### config.mk
export PLATFORM = sky130hd
export DESIGN_NAME = reaction_timer_multi
export DESIGN_NICKNAME = d
export VERILOG_FILES = /design/src/rtl/reaction_timer_multi.sv
export SDC_FILE = /design/constraint.sdc
export NUM_CORES = 1
export LEC_CHECK = 0
export CORE_MARGIN = 4
export CORE_UTILIZATION = 58
export CTS_CLUSTER_DIAMETER = 120
export DETAILED_ROUTE_END_ITERATION = 12
export GPL_TIMING_DRIVEN = 0
export PLACE_DENSITY = 0.79
export SKIP_LAST_GASP = 1
export SLEW_MARGIN = 0
export SYNTH_ARGS = -nofsm -noshare
export SYNTH_HDL_FRONTEND = slang
export SYNTH_SLANG_ARGS = --single-unit
### constraint.sdc
create_clock -name clk -period 8.3 [get_ports clk]
set_clock_uncertainty 0.05 [all_clocks]
set_input_delay 2.49 -clock clk [delete_from_list [all_inputs] [get_ports clk]]
set_output_delay 2.49 -clock clk [all_outputs]
set_load 0.05 [all_outputs]
### src/rtl/reaction_timer_multi.sv
// Multi-player reaction timer: a pseudo-random countdown, then the LED lights and each
// player's reaction time is measured in ms ticks; results are early/good/late plus a winner.
module reaction_timer_multi #(
    parameter int          PLAYERS   = 4,
    parameter int          TICK_DIV  = 50000,
    parameter int          CNT_W     = 14,
    parameter int          TIMEOUT   = 9999,
    parameter int          MIN_DELAY = 1000,
    parameter int          RND_W     = 12,
    parameter logic [15:0] SEED      = 16'hACE1
) (
    input  logic                     clk,
    input  logic                     areset,
    input  logic                     start,
    input  logic [PLAYERS-1:0]       btn,
    output logic                     led,
    output logic [2:0]               state,
    output logic [PLAYERS*CNT_W-1:0] reaction,
    output logic [2*PLAYERS-1:0]     result,
    output logic [2:0]               winner,
    output logic                     winner_valid,
    output logic                     done
);

    localparam int              PW        = $clog2(TICK_DIV);
    localparam logic [CNT_W-1:0] ALL_ONES  = '1;
    localparam logic [CNT_W-1:0] TIMEOUT_C = CNT_W'(TIMEOUT);
    localparam logic [1:0] RES_PEND = 2'b00, RES_EARLY = 2'b01, RES_GOOD = 2'b10, RES_LATE = 2'b11;

    typedef enum logic [2:0] {
        S_IDLE      = 3'd0,
        S_ARM       = 3'd1,
        S_COUNTDOWN = 3'd2,
        S_TEST      = 3'd3,
        S_DONE      = 3'd4
    } state_t;

    state_t                     r_state, w_next;
    logic [15:0]                r_lfsr, w_lfsr_nx;
    logic [PLAYERS-1:0]         r_btn_prev, r_press;
    logic [PW-1:0]              r_presc;
    logic [CNT_W-1:0]           r_ms, r_delay;
    logic [PLAYERS*CNT_W-1:0]   r_reaction, w_reaction_nx;
    logic [2*PLAYERS-1:0]       r_result, w_result_nx;
    logic [2:0]                 r_winner, w_win_idx;
    logic                       r_winner_valid, w_win_valid, r_done;
    logic [CNT_W-1:0]           w_win_val;
    logic                       w_tick, w_start_round, w_all_resolved, w_state_chg, w_enter_done;

    assign w_lfsr_nx     = {1'b0, r_lfsr[15:1]} ^ (r_lfsr[0] ? 16'hB400 : 16'h0000);
    assign w_tick        = (r_presc == PW'(TICK_DIV - 1));
    assign w_start_round = start && (r_state == S_IDLE || r_state == S_DONE);
    assign w_state_chg   = (w_next != r_state);
    assign w_enter_done  = (w_next == S_DONE) && (r_state != S_DONE);

    // Per-player resolution for this cycle: presses first, then timeout for whoever is still pending.
    always_comb begin
        // NOTE: every output of a combinational block gets a default first, so no path can infer a latch.
        w_result_nx   = r_result;
        w_reaction_nx = r_reaction;
        if (w_start_round) begin
            w_result_nx   = '0;
            w_reaction_nx = '0;
        end else begin
            for (int i = 0; i < PLAYERS; i++) begin
                if (r_press[i] && r_result[2*i +: 2] == RES_PEND) begin
                    if (r_state == S_COUNTDOWN) begin
                        w_result_nx[2*i +: 2]         = RES_EARLY;
                        w_reaction_nx[i*CNT_W +: CNT_W] = ALL_ONES;
                    end else if (r_state == S_TEST) begin
                        w_result_nx[2*i +: 2]         = RES_GOOD;
                        w_reaction_nx[i*CNT_W +: CNT_W] = r_ms;
                    end
                end
            end
            if (r_state == S_TEST && r_ms == TIMEOUT_C) begin
                for (int i = 0; i < PLAYERS; i++) begin
                    if (w_result_nx[2*i +: 2] == RES_PEND) begin
                        w_result_nx[2*i +: 2]         = RES_LATE;
                        w_reaction_nx[i*CNT_W +: CNT_W] = TIMEOUT_C;
                    end
                end
            end
        end
    end

    always_comb begin
        w_all_resolved = 1'b1;
        w_win_valid    = 1'b0;
        w_win_idx      = '0;
        w_win_val      = ALL_ONES;
        for (int i = 0; i < PLAYERS; i++) begin
            if (w_result_nx[2*i +: 2] == RES_PEND)
                w_all_resolved = 1'b0;
            // Strict less-than keeps the lowest index on a tie.
            if (w_result_nx[2*i +: 2] == RES_GOOD &&
                (!w_win_valid || w_reaction_nx[i*CNT_W +: CNT_W] < w_win_val)) begin
                w_win_valid = 1'b1;
                w_win_idx   = 3'(i);
                w_win_val   = w_reaction_nx[i*CNT_W +: CNT_W];
            end
        end
    end

    always_comb begin
        w_next = r_state;
        case (r_state)
            S_IDLE:      if (start) w_next = S_ARM;
            S_ARM:       if (btn == '0) w_next = S_COUNTDOWN;
            S_COUNTDOWN: if (w_all_resolved) w_next = S_DONE;
                         else if (r_ms == r_delay) w_next = S_TEST;
            S_TEST:      if (w_all_resolved) w_next = S_DONE;
            S_DONE:      if (start) w_next = S_ARM;
            default:     w_next = S_IDLE;
        endcase
    end

    // NOTE: all clocked state uses non-blocking assignments so every register samples pre-edge values.
    always_ff @(posedge clk or posedge areset) begin
        if (areset) r_state <= S_IDLE;
        else        r_state <= w_next;
    end

    always_ff @(posedge clk or posedge areset) begin
        if (areset) begin
            r_lfsr         <= SEED;
            r_btn_prev     <= '0;
            r_press        <= '0;
            r_presc        <= '0;
            r_ms           <= '0;
            r_delay        <= '0;
            r_result       <= '0;
            r_reaction     <= '0;
            r_winner       <= '0;
            r_winner_valid <= 1'b0;
            r_done         <= 1'b0;
        end else begin
            r_lfsr     <= w_lfsr_nx;
            r_btn_prev <= btn;
            r_press    <= btn & ~r_btn_prev;
            if (w_state_chg || w_tick) r_presc <= '0;
            else                       r_presc <= r_presc + 1'b1;
            if (w_state_chg)                       r_ms <= '0;
            else if (w_tick && r_ms != ALL_ONES)   r_ms <= r_ms + 1'b1;
            if (w_start_round)
                r_delay <= CNT_W'(MIN_DELAY) + CNT_W'(r_lfsr[RND_W-1:0]);
            r_result   <= w_result_nx;
            r_reaction <= w_reaction_nx;
            r_done     <= w_enter_done;
            if (w_start_round) begin
                r_winner       <= '0;
                r_winner_valid <= 1'b0;
            end else if (w_enter_done) begin
                r_winner       <= w_win_idx;
                r_winner_valid <= w_win_valid;
            end
        end
    end

    assign led          = (r_state == S_TEST);
    assign state        = r_state;
    assign reaction     = r_reaction;
    assign result       = r_result;
    assign winner       = r_winner;
    assign winner_valid = r_winner_valid;
    assign done         = r_done;

endmodule
==> results of run 1 <==
## cell families (layout without fill, tap and decap cells)
| group | count (synthesis) | in the layout | share of synthesized area |
|---|---|---|---|
| adders and majority gates | 42 | 42 | 0.0677 |
| xor gates and xnor gates | 50 | 50 | 0.0565 |
| AOI/OAI and AO/OA | 197 | 197 | 0.162 |
| muxes | 26 | 26 | 0.0355 |
| other | 1 | 1 | 0.000483 |
| and+or+nand+nor | 282 | 282 | 0.184 |
| DFF | 138 | 138 | 0.446 |
| buffers and inverters | 83 | 222 | 0.0469 |
## power breakdown
| part | switching [W] | internal (W) | leakage, nW |
|---|---|---|---|
| clock network | 0.000306 | 0.000502 | 0.299 |
| registers | 0.000141 | 0.000832 | 1.81 |
| logic | 0.00202 | 0.00138 | 2.49 |
| total | 0.00247 | 0.00271 | 4.59 |
## layer usage
metal | vias to the layer above | global-route usage | part of all wire
met1 | 3475 | 0.462 | 0.40
met3 | 100 | 0.0781 | 0.099
met4 | 0 | 0.144 | 0.040
met2 | 495 | 0.510 | 0.46
li1 | 3146 | - | -
met5 | - | 0 | 0
## flip-flops by register name (all words and copies together), names as in the netlist
signal / cells
reaction: 56
r_lfsr: 16
r_presc: 16
r_ms: 14
r_delay: 13
result: 8
r_btn_prev: 4
r_press: 4
state: 3
winner: 2
done: 1
winner_valid: 1
## per-stage QoR
| step | instances | util | power (W) | TNS [ns] |
|---|---|---|---|---|
| floorplan | 819 | - | 0.00286 | -0.600 |
| global placement | 1069 | 0.692 | 0.00356 | -3.41 |
| detailed placement | 1070 | 0.694 | 0.00364 | -3.67 |
| CTS | 1123 | 0.779 | 0.00488 | -1.06 |
| global route | 1130 | 0.792 | 0.00537 | -1.48 |
| finish | 1130 | 0.792 | 0.00518 | -0.999 |
## Yosys cell counts, types with 14 or more instances
cell type and n:
a21oi_1 86, nor3_1 16, dfrtp_1 130, nand3_1 27, xor2_1 18, ha_1 42, nor2b_1 14, inv_1 42
mux2i_1 20, xnor2_1 32, clkbuf_1 23, nand2_1 58, nor2_1 88, a211oi_1 15, a22oi_1 21, o21ai_0 30
nand4_1 15, and3_1 17
## path summary, 6_finish.rpt
kind,startpoint,endpoint,slack [ns]
max in group asynchronous,areset,reaction[19]$_DFF_PP0_,5.02
min in group asynchronous,areset,r_presc[0]$_DFF_PP0_,2.36
worst min register to register,r_lfsr[12]$_DFF_PP0_,r_lfsr[11]$_DFF_PP1_,0.31
worst max-delay path,start,winner[1]$_DFFE_PP0P_,-0.50
worst max register to register,state[2]$_DFF_PP0_,winner[1]$_DFFE_PP0P_,-0.31
worst min-delay path,r_lfsr[12]$_DFF_PP0_,r_lfsr[11]$_DFF_PP1_,0.31
## area by class of cell
| type | instances | share of cell area |
|---|---|---|
| inverter | 42 | 0.0162 |
| clock buffer | 17 | 0.0417 |
| tap | 172 | 0.0211 |
| buffer | 40 | 0.0261 |
| timing repair buffer | 108 | 0.105 |
| clock inverter | 15 | 0.0194 |
| sequential | 138 | 0.340 |
| multi-input combinational | 598 | 0.431 |
## repair_timing
item	4_1_cts	5_1_grt
setup buffers	20	7
setup endpoints to repair	2	2
gates cloned	2	0
endpoints found under the hold margin	0	0
resized for setup	62	34
pin swaps	27	25
==> results.py, run 1 <==
metrics = {
    "run_status": {
        "status": "finished with violations",
        "violations": "setup timing",
    },
    "routing": {
        "detail_route.wl_per_cell_um": 22.5,
        "drt-initial-drc-count": 932,
        "via_per_inst": 6.39,
        "drtPass1Iterations": 6,
        "vias": 7216,
        "totalWireLength_um": 25400,
        "route.detailed.drc": 0,
        "ant_nets": 0,
    },
    "layout": {
        "diodes": 0,
        "regArea_um2": 3460,
        "multi_input_area_um2": 4390,
        "num-nets-final": 994,
        "postLayoutCellArea_um2": 10200,
        "area_growth_pct": 31.4,
        "drive_gt1_frac": 0.191,
        "final_common_cell": "dfrtp_1",
        "n_fill_cell": 801,
        "layout_common_cells": "dfrtp_1, nor2_1, a21oi_1, clkdlybuf4s50_1, nand2_1",
    },
    "timing": {
        "fin_crit_ns": 8.80,
        "fmax_ghz": 0.114,
        "rsz0062_at_grt": "true",
        "maxSlewViolCount": 0,
        "post-route-period-util": 1.06,
        "finalHoldViolations": 0,
        "maxSlewHeadroom": 0.437,
        "tightest_slew_ns": 0.842,
        "fin_worst_hold_slack_ns": 0.314,
        "setup_ws_ns": -0.501,
        "setup_viol": 2,
    },
    "die": {
        "coreArea_um2": 12900,
        "die_area_um2": 15300,
        "ios": 80,
        "start_util": 0.602,
        "fp.dieW_um": 124,
        "core.rowCount": 41,
        "die_h_um": 124,
    },
    "synthesis": {
        "ys_ff_latch": 138,
        "synth_area_per_cell_um2": 9.47,
        "synth_cell_types": 68,
        "synth.net_count": 868,
        "synth_warnings": 0,
        "yosys-top-cells-area": "dfrtp_1, ha_1, a21oi_1",
        "ys.flop_type": "dfrtp_1",
        "synth_edf_count": 0,
        "synth_top_area_share": 0.419,
        "synth_top_cell_by_area": "dfrtp_1",
        "ys_seq_area_frac": 0.446,
        "netlist_instances": 819,
        "async_flop_share": 1.00,
        "synth_area_um2": 7760,
    },
    "cts": {
        "htreeDepth": 4,
        "cts_num_sinks": 138,
        "path_clk_slew_ns": 0.06,
        "clockRootBuffer": "clkbuf_16",
        "clock_latency_ns": 0.44,
        "cts_tree": "done",
        "cts_buffers": 17,
        "clockBufferDepth": 2,
        "ctsHoldBuffers": 0,
    },
    "grt": {
        "grt.overflow.total": 0,
        "grt_max_degree": 104,
        "antenna_found_initial": 0,
        "track_usage": 0.335,
        "grt_pass1_wl_um": 38700,
        "grt_pass1_vias": 7198,
    },
    "worst_setup_path": {
        "path_depth": 30,
        "cp-end-kind": "register",
        "crit_family": "compound AO/OA/AOI/OAI gates",
        "crit_fanout": 10,
        "critPathLaunchType": "primary input",
        "slowest_stage": "or4b_4",
        "cp_common_cell": "buf_8",
        "crit_type": "in2reg",
        "path_buf_inv": 6,
        "reg2reg_depth": 31,
        "critPathMaxStageDelay_ns": 0.51,
        "arrival_ns": 9.11,
        "cp_data_required_time_ns": 8.61,
    },
    "place": {
        "gp_congestion": 1.02,
        "port_buffers": 78,
        "place_hpwl_um": 16900,
        "place_area_um2": 8940,
        "post-place-ws_ns": -1.86,
    },
    "power_and_ir_drop": {
        "pwr_density_cell_nw_per_um2": 508,
        "leakagePower_nw": 4.59,
        "ir_drop_v": 0.000313,
    },
    "worst_hold_path": {
        "min_path_type": "reg2reg",
        "whs_path_depth": 0,
    },
    "flow_run": {
        "drv_cap": 0,
    },
}
Note: power is estimated with default switching activity, not from simulation.
==> inputs of run 2 (changes only) <==
Settings changed: CAP_MARGIN set to 30.
==> results.py, run 2 (synthesis gave the netlist of run 1 again) <==
metrics = {
    "cts": {
        "cts_num_sinks": 138,
        "clockRootBuffer": "clkbuf_16",
        "cts_buffers": 17,
        "cts_tree": "done",
        "clock_latency_ns": 0.44,
        "htreeDepth": 4,
        "ctsHoldBuffers": 0,
        "clockBufferDepth": 2,
        "path_clk_slew_ns": 0.06,
    },
    "timing": {
        "maxSlewHeadroom": 0.437,
        "finalHoldViolations": 0,
        "maxSlewViolCount": 0,
        "fmax_ghz": 0.114,
        "setup_viol": 2,
        "fin_crit_ns": 8.80,
        "tightest_slew_ns": 0.842,
        "fin_worst_hold_slack_ns": 0.314,
        "setup_ws_ns": -0.501,
        "post-route-period-util": 1.06,
        "rsz0062_at_grt": "true",
    },
    "routing": {
        "vias": 7216,
        "via_per_inst": 6.39,
        "drtPass1Iterations": 6,
        "ant_nets": 0,
        "detail_route.wl_per_cell_um": 22.5,
        "totalWireLength_um": 25400,
        "route.detailed.drc": 0,
        "drt-initial-drc-count": 932,
    },
    "run_status": {
        "status": "finished with violations",
        "violations": "setup timing",
    },
    "layout": {
        "num-nets-final": 994,
        "n_fill_cell": 801,
        "layout_common_cells": "dfrtp_1, nor2_1, a21oi_1, clkdlybuf4s50_1, nand2_1",
        "diodes": 0,
        "largest_reg_flops": 56,
        "area_growth_pct": 31.4,
        "final_util": 0.792,
        "drive_gt1_frac": 0.191,
        "final_common_cell": "dfrtp_1",
    },
    "flow_run": {
        "drv_cap": 0,
    },
    "worst_hold_path": {
        "whs_path_depth": 0,
        "hold_end": "r_lfsr[11]$_DFF_PP1_",
        "min_path_type": "reg2reg",
        "hold_start": "r_lfsr[12]$_DFF_PP0_",
    },
    "worst_setup_path": {
        "reg2reg_depth": 31,
        "crit_fanout": 10,
        "crit_type": "in2reg",
        "r2r-start": "state[2]$_DFF_PP0_",
        "r2r_setup_slack_ns": -0.31,
        "slowest_stage": "or4b_4",
        "arrival_ns": 9.11,
        "r2r_end": "winner[1]$_DFFE_PP0P_",
        "critPathMaxStageDelay_ns": 0.51,
        "critPathLaunchType": "primary input",
        "cp_common_cell": "buf_8",
        "cp_data_required_time_ns": 8.61,
        "cp-end-kind": "register",
    },
    "grt": {
        "track_usage": 0.335,
        "grt_pass1_wl_um": 38700,
        "grt_pass1_vias": 7198,
        "antenna_found_initial": 0,
        "grt_max_degree": 104,
        "grt.overflow.total": 0,
    },
    "place": {
        "gp_congestion": 1.02,
        "place_hpwl_um": 16900,
        "port_buffers": 78,
    },
    "die": {
        "start_util": 0.602,
        "core.rowCount": 41,
        "die_h_um": 124,
        "ios": 80,
        "coreArea_um2": 12900,
        "fp.dieW_um": 124,
        "die_area_um2": 15300,
    },
    "power_and_ir_drop": {
        "p_total_w": 0.00518,
        "pwr_density_cell_nw_per_um2": 508,
        "ir_drop_v": 0.000313,
        "leakagePower_nw": 4.59,
    },
}
==> run 2: power breakdown <==
group          internal [W]  total, W  switching (W)
Sequential         0.000832  0.000973       0.000141
Clock              0.000502  0.000808       0.000306
Combinational       0.00138   0.00340        0.00202
Total               0.00271   0.00518        0.00247
==> run 2: area by class of cell <==
type                    instances  area [um^2]  share of cell area
plain buffers                  40          267              0.0261
flip-flops and latches        138         3460               0.340
inverters                      42          165              0.0162
well taps                     172          215              0.0211
clock buffers                  17          425              0.0417
clock inverters                15          198              0.0194
multi-input cells             598         4390               0.431
repair buffers                108         1070               0.105
==> run 2: worst max-delay path by stage <==
stage               start  cells past startpoint                     to  slack (ns)
global route        start                     30  winner[1]$_DFFE_PP0P_       -0.75
global placement    start                     31  winner[1]$_DFFE_PP0P_       -1.72
floorplan           start                     30  winner[1]$_DFFE_PP0P_       -0.32
detailed placement  start                     31  winner[1]$_DFFE_PP0P_       -1.86
CTS                 start                     31  winner[1]$_DFFE_PP0P_       -0.53
finish              start                     30  winner[1]$_DFFE_PP0P_       -0.50
==> run 2: routing by layer <==
layer / wire length (um) / vias to the layer above / global-route usage / part of all wire
li1: - / 3146 / - / -
met1: 10200 / 3475 / 0.462 / 0.40
met2: 11700 / 495 / 0.510 / 0.46
met3: 2510 / 100 / 0.0781 / 0.099
met4: 1030 / 0 / 0.144 / 0.040
met5: 0 / - / 0 / 0
==> run 2: timing repair <==
action	4_1_cts	5_1_grt
setup endpoints to repair	2	2
pin swaps	27	25
gates resized for setup	62	34
cloned	2	0
buffers inserted	20	7
==> run 2: critical path: cells and delay by family <==
| kind | cells | cell delay (ns) |
|---|---|---|
| AO/OA/AOI/OAI | 14 | 2.83 |
| AND/OR/NAND/NOR | 5 | 1.64 |
| adder cells (fa/ha/maj) | 3 | 0.90 |
| buffers and inverters | 6 | 0.83 |
| multiplexers | 2 | 0.39 |
==> run 2: through the flow <==
stage	cells	TNS [ns]	area, um^2	worst slack, ns
floorplan	819	-0.600	7910	-0.317
global placement	1069	-3.41	8910	-1.72
detailed placement	1070	-3.67	8940	-1.86
CTS	1123	-1.06	10000	-0.529
global route	1130	-1.48	10200	-0.753
finish	1130	-0.999	10200	-0.501
